===== src/rtl/banco_registro_rmw_if.sv =====
// Operand-store bus: two read ports, one read-modify-write port and the
// sweep-clear handshake, shared by the datapath controller and the register bank.
interface banco_registro_rmw_if #(
  parameter int BIT_ADDR = 3,
  parameter int BIT_DATO = 4
);
  logic [BIT_ADDR-1:0] addrRa;
  logic [BIT_ADDR-1:0] addrRb;
  logic [BIT_DATO-1:0] datOutRa;
  logic [BIT_DATO-1:0] datOutRb;
  logic [BIT_ADDR-1:0] addrW;
  logic [BIT_DATO-1:0] datW;
  logic                RegWrite;
  logic [1:0]          wMode;
  logic                clrReq;
  logic                clrBusy;
  logic                clrDone;
  logic                wrDrop;

  modport master (
    output addrRa, addrRb, addrW, datW, RegWrite, wMode, clrReq,
    input  datOutRa, datOutRb, clrBusy, clrDone, wrDrop
  );

  modport slave (
    input  addrRa, addrRb, addrW, datW, RegWrite, wMode, clrReq,
    output datOutRa, datOutRb, clrBusy, clrDone, wrDrop
  );
endinterface


===== src/rtl/banco_registro_rmw.sv =====
// Parametrised 2-read/1-write register bank with read-modify-write modes,
// optional write-through bypass, optional hard-zero reg0 and a sweep-clear engine.
module banco_registro_rmw #(
  parameter int BIT_ADDR  = 3,
  parameter int BIT_DATO  = 4,
  parameter int BYPASS    = 1,
  parameter int ZERO_REG0 = 0
) (
  input logic clk,
  input logic rst,
  banco_registro_rmw_if.slave bus
);
  localparam int DEPTH = 2 ** BIT_ADDR;
  localparam logic [BIT_ADDR-1:0] LAST_PTR = BIT_ADDR'(DEPTH - 1);
  localparam logic [BIT_ADDR-1:0] ONE_PTR  = BIT_ADDR'(1);
  localparam bit ZERO_ON   = (ZERO_REG0 != 0);
  localparam bit BYPASS_ON = (BYPASS != 0);

  typedef enum logic {IDLE = 1'b0, SWEEP = 1'b1} state_t;

  state_t              state_r;
  logic [BIT_ADDR-1:0] ptr_r;
  logic [BIT_DATO-1:0] regFile_r [DEPTH];

  logic [BIT_DATO-1:0] old_s;
  logic [BIT_DATO-1:0] wres_s;
  logic                idle_s;
  logic                commit_s;
  logic                bypass_s;
  logic                clearSlot_s;

  // write result computed from the addressed register's current contents
  always_comb begin
    old_s = regFile_r[bus.addrW];
    case (bus.wMode)
      2'b00:   wres_s = bus.datW;
      2'b01:   wres_s = old_s + bus.datW;
      2'b10:   wres_s = old_s | bus.datW;
      2'b11:   wres_s = old_s & ~bus.datW;
      default: wres_s = bus.datW;
    endcase
  end

  assign idle_s      = (state_r == IDLE);
  assign commit_s    = idle_s && bus.RegWrite && !(ZERO_ON && (bus.addrW == '0));
  assign bypass_s    = BYPASS_ON && commit_s;
  // a hard-zero reg0 is never written, not even by the sweep
  assign clearSlot_s = !(ZERO_ON && (ptr_r == '0));

  // read port A, forwarding a committing write when enabled
  always_comb begin
    if (ZERO_ON && (bus.addrRa == '0)) begin
      bus.datOutRa = '0;
    end else if (bypass_s && (bus.addrRa == bus.addrW)) begin
      bus.datOutRa = wres_s;
    end else begin
      bus.datOutRa = regFile_r[bus.addrRa];
    end
  end

  // read port B, same rules as port A
  always_comb begin
    if (ZERO_ON && (bus.addrRb == '0)) begin
      bus.datOutRb = '0;
    end else if (bypass_s && (bus.addrRb == bus.addrW)) begin
      bus.datOutRb = wres_s;
    end else begin
      bus.datOutRb = regFile_r[bus.addrRb];
    end
  end

  assign bus.clrBusy = (state_r == SWEEP);
  assign bus.clrDone = (state_r == SWEEP) && (ptr_r == LAST_PTR);
  assign bus.wrDrop  = (state_r == SWEEP) && bus.RegWrite;

  // register file and sweep-clear FSM
  always_ff @(posedge clk or negedge rst) begin
    if (!rst) begin
      state_r <= IDLE;
      ptr_r   <= '0;
      for (int i = 0; i < DEPTH; i++) begin
        regFile_r[i] <= '0;
      end
    end else begin
      case (state_r)
        IDLE: begin
          if (commit_s) begin
            regFile_r[bus.addrW] <= wres_s;
          end
          if (bus.clrReq) begin
            state_r <= SWEEP;
            ptr_r   <= '0;
          end
        end
        SWEEP: begin
          if (clearSlot_s) begin
            regFile_r[ptr_r] <= '0;
          end
          ptr_r <= ptr_r + ONE_PTR;
          if (ptr_r == LAST_PTR) begin
            state_r <= IDLE;
          end
        end
        default: begin
          state_r <= IDLE;
          ptr_r   <= '0;
        end
      endcase
    end
  end
endmodule


===== src/flat_wrapper.sv =====
// flat-port wrapper written by rule: the top's interface ports become plain ports
module banco_registro_rmw_flat 
#(
  parameter int BIT_ADDR  = 3,
  parameter int BIT_DATO  = 4,
  parameter int BYPASS    = 1,
  parameter int ZERO_REG0 = 0
)
  (clk, rst, bus_addrRa, bus_addrRb, bus_addrW, bus_datW, bus_RegWrite, bus_wMode, bus_clrReq, bus_datOutRa, bus_datOutRb, bus_clrBusy, bus_clrDone, bus_wrDrop);
  banco_registro_rmw_if #(.BIT_ADDR(BIT_ADDR), .BIT_DATO(BIT_DATO)) bus_i ();
  input logic clk;
  input logic rst;
  input wire logic [$bits(bus_i.addrRa)-1:0] bus_addrRa;
  input wire logic [$bits(bus_i.addrRb)-1:0] bus_addrRb;
  input wire logic [$bits(bus_i.addrW)-1:0] bus_addrW;
  input wire logic [$bits(bus_i.datW)-1:0] bus_datW;
  input wire logic [$bits(bus_i.RegWrite)-1:0] bus_RegWrite;
  input wire logic [$bits(bus_i.wMode)-1:0] bus_wMode;
  input wire logic [$bits(bus_i.clrReq)-1:0] bus_clrReq;
  output wire logic [$bits(bus_i.datOutRa)-1:0] bus_datOutRa;
  output wire logic [$bits(bus_i.datOutRb)-1:0] bus_datOutRb;
  output wire logic [$bits(bus_i.clrBusy)-1:0] bus_clrBusy;
  output wire logic [$bits(bus_i.clrDone)-1:0] bus_clrDone;
  output wire logic [$bits(bus_i.wrDrop)-1:0] bus_wrDrop;
  assign bus_i.addrRa = bus_addrRa;
  assign bus_i.addrRb = bus_addrRb;
  assign bus_i.addrW = bus_addrW;
  assign bus_i.datW = bus_datW;
  assign bus_i.RegWrite = bus_RegWrite;
  assign bus_i.wMode = bus_wMode;
  assign bus_i.clrReq = bus_clrReq;
  assign bus_datOutRa = bus_i.datOutRa;
  assign bus_datOutRb = bus_i.datOutRb;
  assign bus_clrBusy = bus_i.clrBusy;
  assign bus_clrDone = bus_i.clrDone;
  assign bus_wrDrop = bus_i.wrDrop;
  banco_registro_rmw #(.BIT_ADDR(BIT_ADDR), .BIT_DATO(BIT_DATO), .BYPASS(BYPASS), .ZERO_REG0(ZERO_REG0)) u_core (.clk(clk), .rst(rst), .bus(bus_i));
endmodule

===== config.mk =====
export PLATFORM = sky130hd
export DESIGN_NAME = banco_registro_rmw_flat
export DESIGN_NICKNAME = d
export VERILOG_FILES = /design/src/rtl/banco_registro_rmw_if.sv /design/src/rtl/banco_registro_rmw.sv /design/src/flat_wrapper.sv
export SDC_FILE = /design/constraint.sdc
export NUM_CORES = 1
export LEC_CHECK = 0
export CAP_MARGIN = 0
export CORE_ASPECT_RATIO = 1.75
export CORE_MARGIN = 8
export CORE_UTILIZATION = 45
export DETAILED_ROUTE_END_ITERATION = 8
export PLACE_DENSITY = 0.69
export SYNTH_ARGS = -nofsm -noshare
export SYNTH_HDL_FRONTEND = slang
export SYNTH_SLANG_ARGS = --single-unit

===== constraint.sdc =====
create_clock -name clk -period 4 [get_ports clk]
set_input_delay 0.6 -clock clk [delete_from_list [all_inputs] [get_ports clk]]
set_output_delay 0.6 -clock clk [all_outputs]
set_load 0.005 [all_outputs]

# Word-level counts from Yosys, hierarchy flattened
# Cells that the tools add are included.
[classes] addsub=2 magnitude_cmp=6 n_eq_ne=8 mux=24 n_bitwise=10 reduce_logical=8
[op_table] operator="32-bit one-hot mux with 2 select lines" count=1
[op_table] operator="4-bit two-way mux" count=10
[op_table] operator="4-bit binary-select mux with 3-bit select" count=3
[op_table] operator="32-bit AND" count=1
[op_table] operator="32-bit bitwise mux" count=1
[op_table] operator="32-bit two-way mux" count=1
[op_table] operator="32-bit inverter" count=1
[op_table] operator="4-bit demux with 3-bit select" count=2
[op_table] operator="4-bit >= comparator, second input constant" count=4
[op_table] operator="3-bit inverter with 4-bit output" count=4
[op_table] operator="4-bit one-hot mux with 4 select lines" count=1
[op_table] operator="4-bit by 1-bit < comparator with 1-bit output, second input constant" count=2
[op_table] operator="1-bit logical AND" count=7
[op_table] operator="3-bit equality test" count=2
[op_table] operator="3-bit one-hot mux with 2 select lines" count=1
[op_table] operator="4-bit adder" count=1
[op_table] operator="4-bit AND" count=1
[op_table] operator="2-bit equality test, second input constant" count=2
[op_table] operator="2-bit inequality test, second input constant" count=2
[op_table] operator="4-bit inverter" count=1
[op_table] operator="4-bit OR" count=1
[op_table] operator="3-bit by 1-bit adder with 3-bit output, second input constant" count=1
[op_table] operator="3-bit equality test, second input constant" count=1
[op_table] operator="3-bit two-way mux" count=1
[op_table] operator="other kinds (5)" count=6
[totals] reg_bits=36 input_bits=19 output_inout_bits=11 word_cells=68

# Depth between registers and ports, before layout
# Gate-level depths: netlist (run 1).
[depth] word_depth=9 ltp_mapped=13 depth_no_buf=10

# Least setup slack after synthesis (run 1)
# Ideal clock, no wire load.
[synth_timing] path_kind="input to output" from="input port bus_addrW[1]" to="output port bus_datOutRb[2]" arrival_time_ps=2956 required_ps=3400 setup_slack_ps=444 cell_stages=13 path_buffers=3 path_cell_list="buf_2 buf_4 mux2i_1 o21ai_0 nand2_1 o211ai_1 ha_1 fa_1 xor2_1 mux4_1 buf_2 nor2_1 a21oi_1"
[synth_between] elab_chain_cells=7 word_cells_on_any_way=11 classes_between="add/sub: 1; eq/ne: 1; mux: 5; bitwise: 3; reduce/logical: 1"
[synth_rtl] item="start, declared" line="flat_wrapper.sv:15" source="input wire logic [$bits(bus_i.addrW)-1:0] bus_addrW;"
[synth_rtl] item="3-bit inverter with 4-bit output (not written as such)" line="banco_registro_rmw.sv:34" source="old_s = regFile_r[bus.addrW];"
[synth_rtl] item="4-bit binary-select mux with 3-bit select" line="banco_registro_rmw.sv:34"
[synth_rtl] item="4-bit two-way mux (not written as such) (2 in a row)" line="banco_registro_rmw.sv:34"
[synth_rtl] item="4-bit adder, or another cell as far along" line="banco_registro_rmw.sv:37" source="2'b01: wres_s = old_s + bus.datW;"
[synth_rtl] item="4-bit one-hot mux with 4 select lines" line="banco_registro_rmw.sv:35" source="case (bus.wMode)"
[synth_rtl] item="4-bit two-way mux (*)" line="banco_registro_rmw.sv:65" source="end else if (bypass_s && (bus.addrRb == bus.addrW)) begin"
[synth_rtl] item="end, declared" line="flat_wrapper.sv:21" source="output wire logic [$bits(bus_i.datOutRb)-1:0] bus_datOutRb;"
# Every way passes the cells marked *; elsewhere a longest branch is shown, timed or not. The select of a mux whose other input is x is not followed.

# Final worst setup path (run 1)
[layout_timing] from="input port bus_addrW[0]" to="output port bus_datOutRb[2]"
# The elaborated chain is that of the path after synthesis.

==> flow_summary.toml, run 1 <==
[placement]
hpwl_um = 6960
placed_cell_area_um2 = 3440
globalplace.congestion = 0.914
dp.cells = 420
io_buffer_count = 29

[synthesis]
netlist_instances = 301
yosys.area_share.simple_pct = 18.1
synth_nets = 334
syn_area_per_cell_um2 = 9.86
synth_area_um2 = 2970
synthAdderAreaFrac_pct = 6.16
synth_xor_area_share_pct = 2.07
ys_seq_area_share_pct = 30.4
synth_cell_type_count = 44
yosys_warnings = 0
synth_edf_count = 0
synth_seq_cells = 36
synth_ff_type = "dfrtp_1"
synthMuxAreaShare_pct = 27.3
synth_top_family_by_area = "multiplexers"
synth_compound_area_share_pct = 10.9
async_flop_share_pct = 100

[sta]
slew_headroom_pct = 63.5
hold_violations = 0
rsz0062_at_grt = "false"
fmax_mhz = 262
period_needed_ns = 3.82
setup_tns_ns = 0
finalCritPeriodShare_pct = 95.5
tightest_slew_ns = 0.545
setup_viol = 0
clock-skew-final_ns = 0.00353
drv_slew = 0

[cells_and_area]
drive_gt1_share_pct = 18.5
stdcell_area_um2 = 3670
area_growth_pct = 23.7
fin_cells = 434
seqCellArea_um2 = 901
final_nets = 385
antenna_cells = 0
utilization_pct = 57.0
multi_input_area_um2 = 1940
fill_cells = 593

[drt]
vias_per_cell = 5.86
wirelength_um = 8600
wl_per_cell_um = 19.8
vias = 2542
dr.pass1.iters = 4
drt_iter0_markers = 120
ant_nets = 0
remaining_drc_errors = 0

[run]
drv_cap = 0

[floorplan]
initial_core_util_pct = 46.1
placementRows = 39
die_x_um = 77.4
dieArea_um2 = 9550
ios = 30
fp.dieH_um = 123
fp.coreArea_um2 = 6440

[clock_network]
clkLatencyLatePin_ns = 0.28
cts_buffers = 5
cts_sinks = 36
ctsHtreeMaxLevel = 2
clock_path_buffers = 2
clock-root-buffer = "clkbuf_16"
cts_tree = "yes"
clk_pin_slew_ns = 0.05

[power]
p_seq_share_pct = 34.5
peakVddDrop_mv = 0.399
fin_total_pwr_w = 0.00201
combPwrFrac_pct = 45.8
leakagePower_nw = 1.69
p_sw_w = 0.000757
clkPwrFrac_pct = 19.7
sw_frac_of_total_pct = 37.6
powerDensity_nw_per_um2 = 548
p_int_w = 0.00126

[grt]
grt-ovfl-total = 0
antenna_found_initial = 0
grt_pass1_wl_um = 13700
grt_pass1_vias = 2703
grt_max_degree = 37
grtUsageTotal_pct = 18.8

[setup_path]
startpoint_type = "input port"
cp.required_ns = 3.40
crit_fanout = 4
rrSetupSlack_ns = 1.06
criticalPathCategory = "in -> out"
cp-end-kind = "output port"
crit_arrival_ns = 3.22

[min_path]
holdCritPathClass = "reg -> reg"

[status]
status = "completed"
[logic make-up (layout without fill, tap and decap cells)]
logic type	count (synthesis)	in the layout
muxes	46	46
and+or+nand+nor	118	118
DFF	36	36
adders and majority gates	14	14
xor gates and xnor gates	7	7
buffers and inverters	28	79
AOI/OAI and AO/OA	52	52
[critical path: stages]
cell and delay (ns):
dlygate4sd2_1 0.33, mux4_2 0.53, mux2i_1 0.22, inv_1 0.11, fa_2 0.35, xor2_1 0.16, mux4_2 0.48, buf_6 0.15
nor2_2 0.09, a21oi_1 0.05, buf_2 0.14
[worst paths after layout]
check / start / end / cells past startpoint
min reg2reg: u_core.regFile_r[13]$_DFFE_PN0P_ / u_core.regFile_r[13]$_DFFE_PN0P_ / 2
max: bus_addrW[0] / bus_datOutRb[2] / 11
max reg2reg: u_core.regFile_r[1]$_DFFE_PN0P_ / u_core.regFile_r[6]$_DFFE_PN0P_ / 11
min in group asynchronous: rst / u_core.regFile_r[30]$_DFFE_PN0P_ / 2
min: u_core.regFile_r[13]$_DFFE_PN0P_ / u_core.regFile_r[13]$_DFFE_PN0P_ / 2
max in group asynchronous: rst / u_core.regFile_r[7]$_DFFE_PN0P_ / 2
[power by group through the flow]
stage / combinational [W] / clock (W) / sequential, W
after global routing: 0.00102 / 0.000421 / 0.000718
after detailed placement: 0.000901 / 0 / 0.000695
after global placement: 0.000876 / 0 / 0.000684
after floorplan: 0.000580 / 0 / 0.000612
final: 0.000922 / 0.000396 / 0.000695
after CTS: 0.000921 / 0.000403 / 0.000690
[per-layer routing]
metal	track usage [%]	share of wire, %	vias to the layer above
met5	0	0	-
met4	20.1	7.6	0
met3	2.91	2.8	36
met2	34.0	55	85
met1	16.9	34	1242
li1	-	-	1179
[registers in the layout, indices dropped and copies added (netlist names)]
name                count
u_core.regFile_r       32
u_core.ptr_r            3
u_core.bus.clrBusy      1
[synth_stat cells, drive strengths merged, types with 4 or more instances]
library cell | instances | area (um2)
inv | 11 | 41.3
mux4 | 22 | 567
o21ai | 30 | 150
nor2 | 15 | 56.3
clkbuf | 4 | 15.0
buf | 13 | 95.1
a21oi | 6 | 30.0
mux2i | 21 | 210
ha | 13 | 163
dfrtp | 36 | 901
nor2b | 8 | 50.1
nand2 | 71 | 267
nand3 | 5 | 25.0
xnor2 | 6 | 52.6
[cell type report]
cell class                      instances  share of cell area [%]
Timing Repair Buffer                   61                    14.7
Multi-Input combinational cell        237                    52.7
Inverter                               11                    1.12
Clock buffer                            7                    4.16
Sequential cell                        36                    24.5
Tap cell                               82                    2.79
[placed cells by master, fill, tap and decap left out, types with 6 or more instances in the layout]
| cell | n |
|---|---|
| nand2_1 | 71 |
| mux4_1 | 16 |
| mux4_2 | 6 |
| buf_4 | 26 |
| dfrtp_1 | 36 |
| o21ai_0 | 26 |
| ha_1 | 11 |
| nor2_1 | 14 |
| a21oi_1 | 6 |
| xnor2_1 | 6 |
| mux2i_1 | 21 |
| inv_1 | 10 |
| clkdlybuf4s50_1 | 20 |
| buf_6 | 6 |
| nor2b_1 | 6 |
[repair_timing]
action,CTS,global route
resized for setup,28,10
pin swaps,3,6
buffers inserted,7,0
hold buffers,0,0
endpoints found under the setup margin,6,8
[metrics by stage]
| step | hold WS [ns] | setup slack, ns |
|---|---|---|
| floorplan | 0.304 | 0.444 |
| global placement | 0.540 | -0.434 |
| detailed placement | 0.550 | -0.486 |
| CTS | 0.557 | -0.0475 |
| global route | 0.581 | 0.0130 |
| finish | 0.555 | 0.180 |
Power figures use the tool's default switching activity.
==> run 2: changes to the inputs <==
--- a/config.mk
+++ b/config.mk
@@ -6,7 +6,6 @@
 export NUM_CORES = 1
 export LEC_CHECK = 0
 export CAP_MARGIN = 0
-export CORE_ASPECT_RATIO = 1.75
 export CORE_MARGIN = 8
 export CORE_UTILIZATION = 45
 export DETAILED_ROUTE_END_ITERATION = 8
==> run 2 against run 1 <==
Effect of this change: die area shrank 1.1%; core utilization rose by 0.47 points; sequential share of layout area is 0.15 points higher; largest cell class unchanged; largest power group unchanged.
==> flow_summary.toml, run 2 (synthesis results as in run 1) <==
[status]
status = "completed"

[setup_path]
crit_top_cell = "buf_4"
crit_fanout = 8
worst-path-buf-inv = 6
criticalPathCategory = "in -> out"
crit_family = "buffers and inverters"
cp-end-kind = "output port"
crit_arrival_ns = 3.27
cp.required_ns = 3.40
startpoint_type = "input port"
crit_chain = "dlygate4sd2_1 > buf_6 > and2_1 > a22o_1 > nand2_1 > o211ai_1 > ha_2 > buf_4 > buf_4 > buf_4 > a21o_1 > a32o_1 > a31oi_4 > o21ai_1 > clkdlybuf4s50_1"
crit_path_top_delay_cell = "clkdlybuf4s50_1"
critPathMaxStageDelay_ns = 0.46

[floorplan]
fp.dieH_um = 97.2
initial_core_util_pct = 46.7
placementRows = 29
die_x_um = 97.2
ios = 30
fp.coreArea_um2 = 6350
dieArea_um2 = 9450

[sta]
tightest_slew_ns = 0.532
period_needed_ns = 3.87
setup_viol = 0
fmax_mhz = 259
drv_slew = 0
finalCritPeriodShare_pct = 96.7
slew_headroom_pct = 64.4
clock-skew-final_ns = 0.0105
hold_violations = 0

[drt]
wl_per_cell_um = 17.7
vias = 2526
vias_per_cell = 5.82
wirelength_um = 7660
drt_iter0_markers = 178
remaining_drc_errors = 0
wirelength_met1_um = 3450
dr.pass1.iters = 4
wl_met2_um = 3530
met3_length_um = 470
ant_nets = 0
routed.top_layer = "met4"

[clock_network]
cts_tree = "yes"
clock-root-buffer = "clkbuf_8"
clock_path_buffers = 2
cts_sinks = 36
clk_pin_slew_ns = 0.08
postCtsHoldBufs = 0
clkLatencyLatePin_ns = 0.29
ctsHtreeMaxLevel = 2
cts_buffers = 5

[grt]
grt_max_degree = 37
grtUsageTotal_pct = 16.8
antenna_found_initial = 0
grt-ovfl-total = 0
grt_pass1_vias = 2581
grt_pass1_wl_um = 13000

[cells_and_area]
final_cell_mix = "71 x nand2_1, 36 x dfrtp_1, 33 x buf_4, 26 x o21ai_0, 21 x clkdlybuf4s50_1"
final_nets = 389
multi_input_area_um2 = 1930
area_growth_pct = 23.0
regMostFlops = "u_core.regFile_r"
seqCellArea_um2 = 901
largest_reg_flops = 32
fill_cells = 540
fin_cells = 434
antenna_cells = 0
final_common_cell = "nand2_1"
drive_gt1_share_pct = 19.6

[power]
powerDensity_nw_per_um2 = 541
peakVddDrop_mv = 0.390
fin_total_pwr_w = 0.00197
leakagePower_nw = 1.70

[placement]
hpwl_um = 6050
dp.cells = 416
globalplace.congestion = 0.935
io_buffer_count = 29

[min_path]
holdCritPathClass = "reg -> reg"

[run]
drv_cap = 0
run 2: cell types whose count changed in the layout (fill, tap and decap cells not counted), moves of 2 or more:
cell       delta
buf_6         -3
clkbuf_2      +3
buf_2         -2
mux2i_2       +2
buf_4         +7
mux2i_1       -2
clkbuf_16     -5
clkbuf_8      +5
run 2: what timing repair did:
action                                  CTS  global route
endpoints found under the setup margin    8             6
resized for setup                        20            11
buffers inserted                          8             2
pin swaps                                 3             3
run 2: final cells by class:
cell class              instances  share of cell area (%)
multi-input cells             237                    52.9
repair buffers                 65                    15.2
well taps                      77                    2.64
flip-flops and latches         36                    24.7
inverters                      11                    1.13
clock inverters                 1                   0.823
clock buffers                   7                    2.64
run 2: layer usage:
layer | vias up | track usage [%]
li1 | 1191 | -
met1 | 1233 | 21.6
met2 | 79 | 26.5
met3 | 23 | 3.98
met4 | 0 | 6.76
met5 | - | 0
run 2: metrics by stage:
step,hold slack (ns),setup slack (ns),utilization (%),TNS [ns],area [um2]
after floorplan,0.304,0.444,-,0,2970
after global placement,0.550,-0.479,54.2,-2.31,3440
after detailed placement,0.562,-0.559,54.2,-2.73,3440
after CTS,0.574,0.00498,57.1,0,3630
after global routing,0.596,-0.0178,57.5,-0.0265,3650
final,0.570,0.134,57.5,0,3650
run 2: worst min-delay path, delay by kind of cell, from the launching register on:
family	cells	cell delay, ns
AO/OA/AOI/OAI	1	0.06
AND/OR/NAND/NOR	1	0.06
flip-flops	1	0.41
run 2: power breakdown:
group / switching, W / internal [W]
Clock: 0.000129 / 0.000220
Combinational: 0.000412 / 0.000508
Sequential: 0.000199 / 0.000506
run 2: final timing paths:
kind	slack (ns)	cells past startpoint	endpoint	startpoint
worst max-delay path	0.13	15	bus_datOutRb[3]	bus_addrW[1]
worst min-delay path	0.57	2	u_core.regFile_r[6]$_DFFE_PN0P_	u_core.regFile_r[6]$_DFFE_PN0P_
worst max register to register	1.05	11	u_core.regFile_r[2]$_DFFE_PN0P_	u_core.regFile_r[9]$_DFFE_PN0P_
worst min register to register	0.57	2	u_core.regFile_r[6]$_DFFE_PN0P_	u_core.regFile_r[6]$_DFFE_PN0P_
max in group asynchronous	2.95	2	u_core.regFile_r[28]$_DFFE_PN0P_	rst
min in group asynchronous	0.72	2	u_core.regFile_r[2]$_DFFE_PN0P_	rst
==> run 3: changes to the inputs <==
--- a/config.mk
+++ b/config.mk
@@ -6,10 +6,14 @@
 export NUM_CORES = 1
 export LEC_CHECK = 0
 export CAP_MARGIN = 0
+export CELL_PAD_IN_SITES_DETAIL_PLACEMENT = 1
+export CELL_PAD_IN_SITES_GLOBAL_PLACEMENT = 2
 export CORE_MARGIN = 8
-export CORE_UTILIZATION = 45
+export CORE_UTILIZATION = 37
 export DETAILED_ROUTE_END_ITERATION = 8
-export PLACE_DENSITY = 0.69
+export PLACE_DENSITY = 0.85
+export REMOVE_ABC_BUFFERS = 1
+export SKIP_CTS_REPAIR_TIMING = 1
 export SYNTH_ARGS = -nofsm -noshare
 export SYNTH_HDL_FRONTEND = slang
 export SYNTH_SLANG_ARGS = --single-unit
==> run 3 against run 2 <==
Effect of this change: non-clock buffer count shrank 8; critical path depth fell by 4; largest power group unchanged; critical path type unchanged; flip-flop and latch count unchanged; wire length rose by 16%; combinational power hardly changed.
==> flow_summary.toml, run 3 (synthesis results as in run 1) <==
[sta]
clock-skew-final_ns = 0.00751
setup_viol = 0
setup_tns_ns = 0
rsz0062_at_grt = "false"
fmax_mhz = 262
hold_violations = 0
finalCritPeriodShare_pct = 95.5
period_needed_ns = 3.82
worst_slack_ns = 0.182
tightest_slew_ns = 0.551
drv_slew = 0
slew_headroom_pct = 63.1

[placement]
dp_slack_ns = -0.554
placed_cell_area_um2 = 3470
hpwl_um = 7050
io_buffer_count = 29
globalplace.congestion = 0.855

[min_path]
holdPathStages = 2
holdCritPathClass = "reg -> reg"
hold_start = "u_core.regFile_r[30]$_DFFE_PN0P_"
hold_path_end = "u_core.regFile_r[30]$_DFFE_PN0P_"

[clock_network]
clk_pin_slew_ns = 0.07
clkLatencyLatePin_ns = 0.30
cts_tree = "yes"
ctsHtreeMaxLevel = 2
clock_path_buffers = 2
cts_buffers = 5
cts_sinks = 36
clock-root-buffer = "clkbuf_8"

[grt]
grtUsageTotal_pct = 16.4
grt-ovfl-total = 0
antenna_found_initial = 0
grt_pass1_wl_um = 14600
grt_pass1_vias = 2722
grt_max_degree = 37

[cells_and_area]
final_common_cell = "nand2_1"
regMostFlops = "u_core.regFile_r"
drive_gt1_share_pct = 17.5
final_cell_mix = "71 x nand2_1, 36 x dfrtp_1, 27 x o21ai_0, 26 x buf_4, 24 x clkdlybuf4s50_1"
final_nets = 381
area_growth_pct = 22.3
antenna_cells = 0
stdcell_area_um2 = 3630
largest_reg_flops = 32

[floorplan]
placementRows = 32
die_x_um = 106
dieArea_um2 = 11100
fp.dieH_um = 106
fp.coreArea_um2 = 7770
initial_core_util_pct = 38.2
ios = 30

[drt]
remaining_drc_errors = 0
drt_iter0_markers = 121
wl_per_cell_um = 19.6
wirelength_um = 8850
ant_nets = 0
dr.pass1.iters = 5
vias_per_cell = 5.56
vias = 2507

[setup_path]
crit_fanout = 7
timing.rr.end = "u_core.regFile_r[26]$_DFFE_PN0P_"
criticalPathCategory = "in -> out"
crit_arrival_ns = 3.22
rrSetupSlack_ns = 1.10
cp.required_ns = 3.40
cp-end-kind = "output port"
reg2regPathDepth = 10
r2r_start = "u_core.regFile_r[9]$_DFFE_PN0P_"
startpoint_type = "input port"

[status]
status = "completed"

[power]
leakagePower_nw = 1.65
fin_total_pwr_w = 0.00197
powerDensity_nw_per_um2 = 543
peakVddDrop_mv = 0.250

[run]
drv_cap = 0
==> run 3: critical path: stages <==
cell,delay (ns)
clkbuf_2,0.15
buf_4,0.20
nor2b_2,0.17
a22o_1,0.27
a211oi_2,0.26
ha_1,0.19
nor2b_1,0.05
mux4_1,0.53
a31oi_4,0.22
o21ai_1,0.09
clkdlybuf4s50_1,0.46
==> run 3: final cells by class <==
type,instances,area (um2)
clock buffer,5,68.8
clock inverter,3,42.5
fill,883,4140
inverter,11,41.3
multi-input combinational,237,1950
sequential,36,901
tap,102,128
timing repair buffer,57,500
==> run 3: worst max-delay path by stage <==
stage	startpoint	end	slack (ns)	cells past startpoint
floorplan	bus_addrW[0]	bus_datOutRb[2]	0.68	8
global placement	bus_addrW[2]	bus_datOutRb[3]	-0.44	12
detailed placement	bus_addrW[0]	bus_datOutRb[2]	-0.55	10
CTS	bus_addrW[0]	bus_datOutRb[2]	-0.57	10
global route	bus_addrW[2]	bus_datOutRb[3]	0.02	12
finish	bus_addrW[2]	bus_datOutRa[3]	0.18	11
==> run 3: report_power, final <==
part	switching, W	internal, W	total, W
combinational	0.000424	0.000497	0.000921
sequential	0.000213	0.000505	0.000718
clock	0.000146	0.000185	0.000331
total	0.000783	0.00119	0.00197
==> run 3: through the flow <==
| step | cells | hold WS (ns) | util, % |
|---|---|---|---|
| floorplan | 284 | 0.304 | - |
| global placement | 441 | 0.552 | 44.7 |
| detailed placement | 441 | 0.572 | 44.7 |
| CTS | 449 | 0.580 | 46.1 |
| global route | 451 | 0.600 | 46.7 |
| finish | 451 | 0.579 | 46.7 |
==> run 3: per-layer routing <==
metal  up-vias  wire length [um]  track usage [%]
met5         -                 0                0
met4         0                79             3.62
met3        11               368             3.59
met2        56              4330             27.2
met1      1267              4080             21.2
li1       1173                 -                -
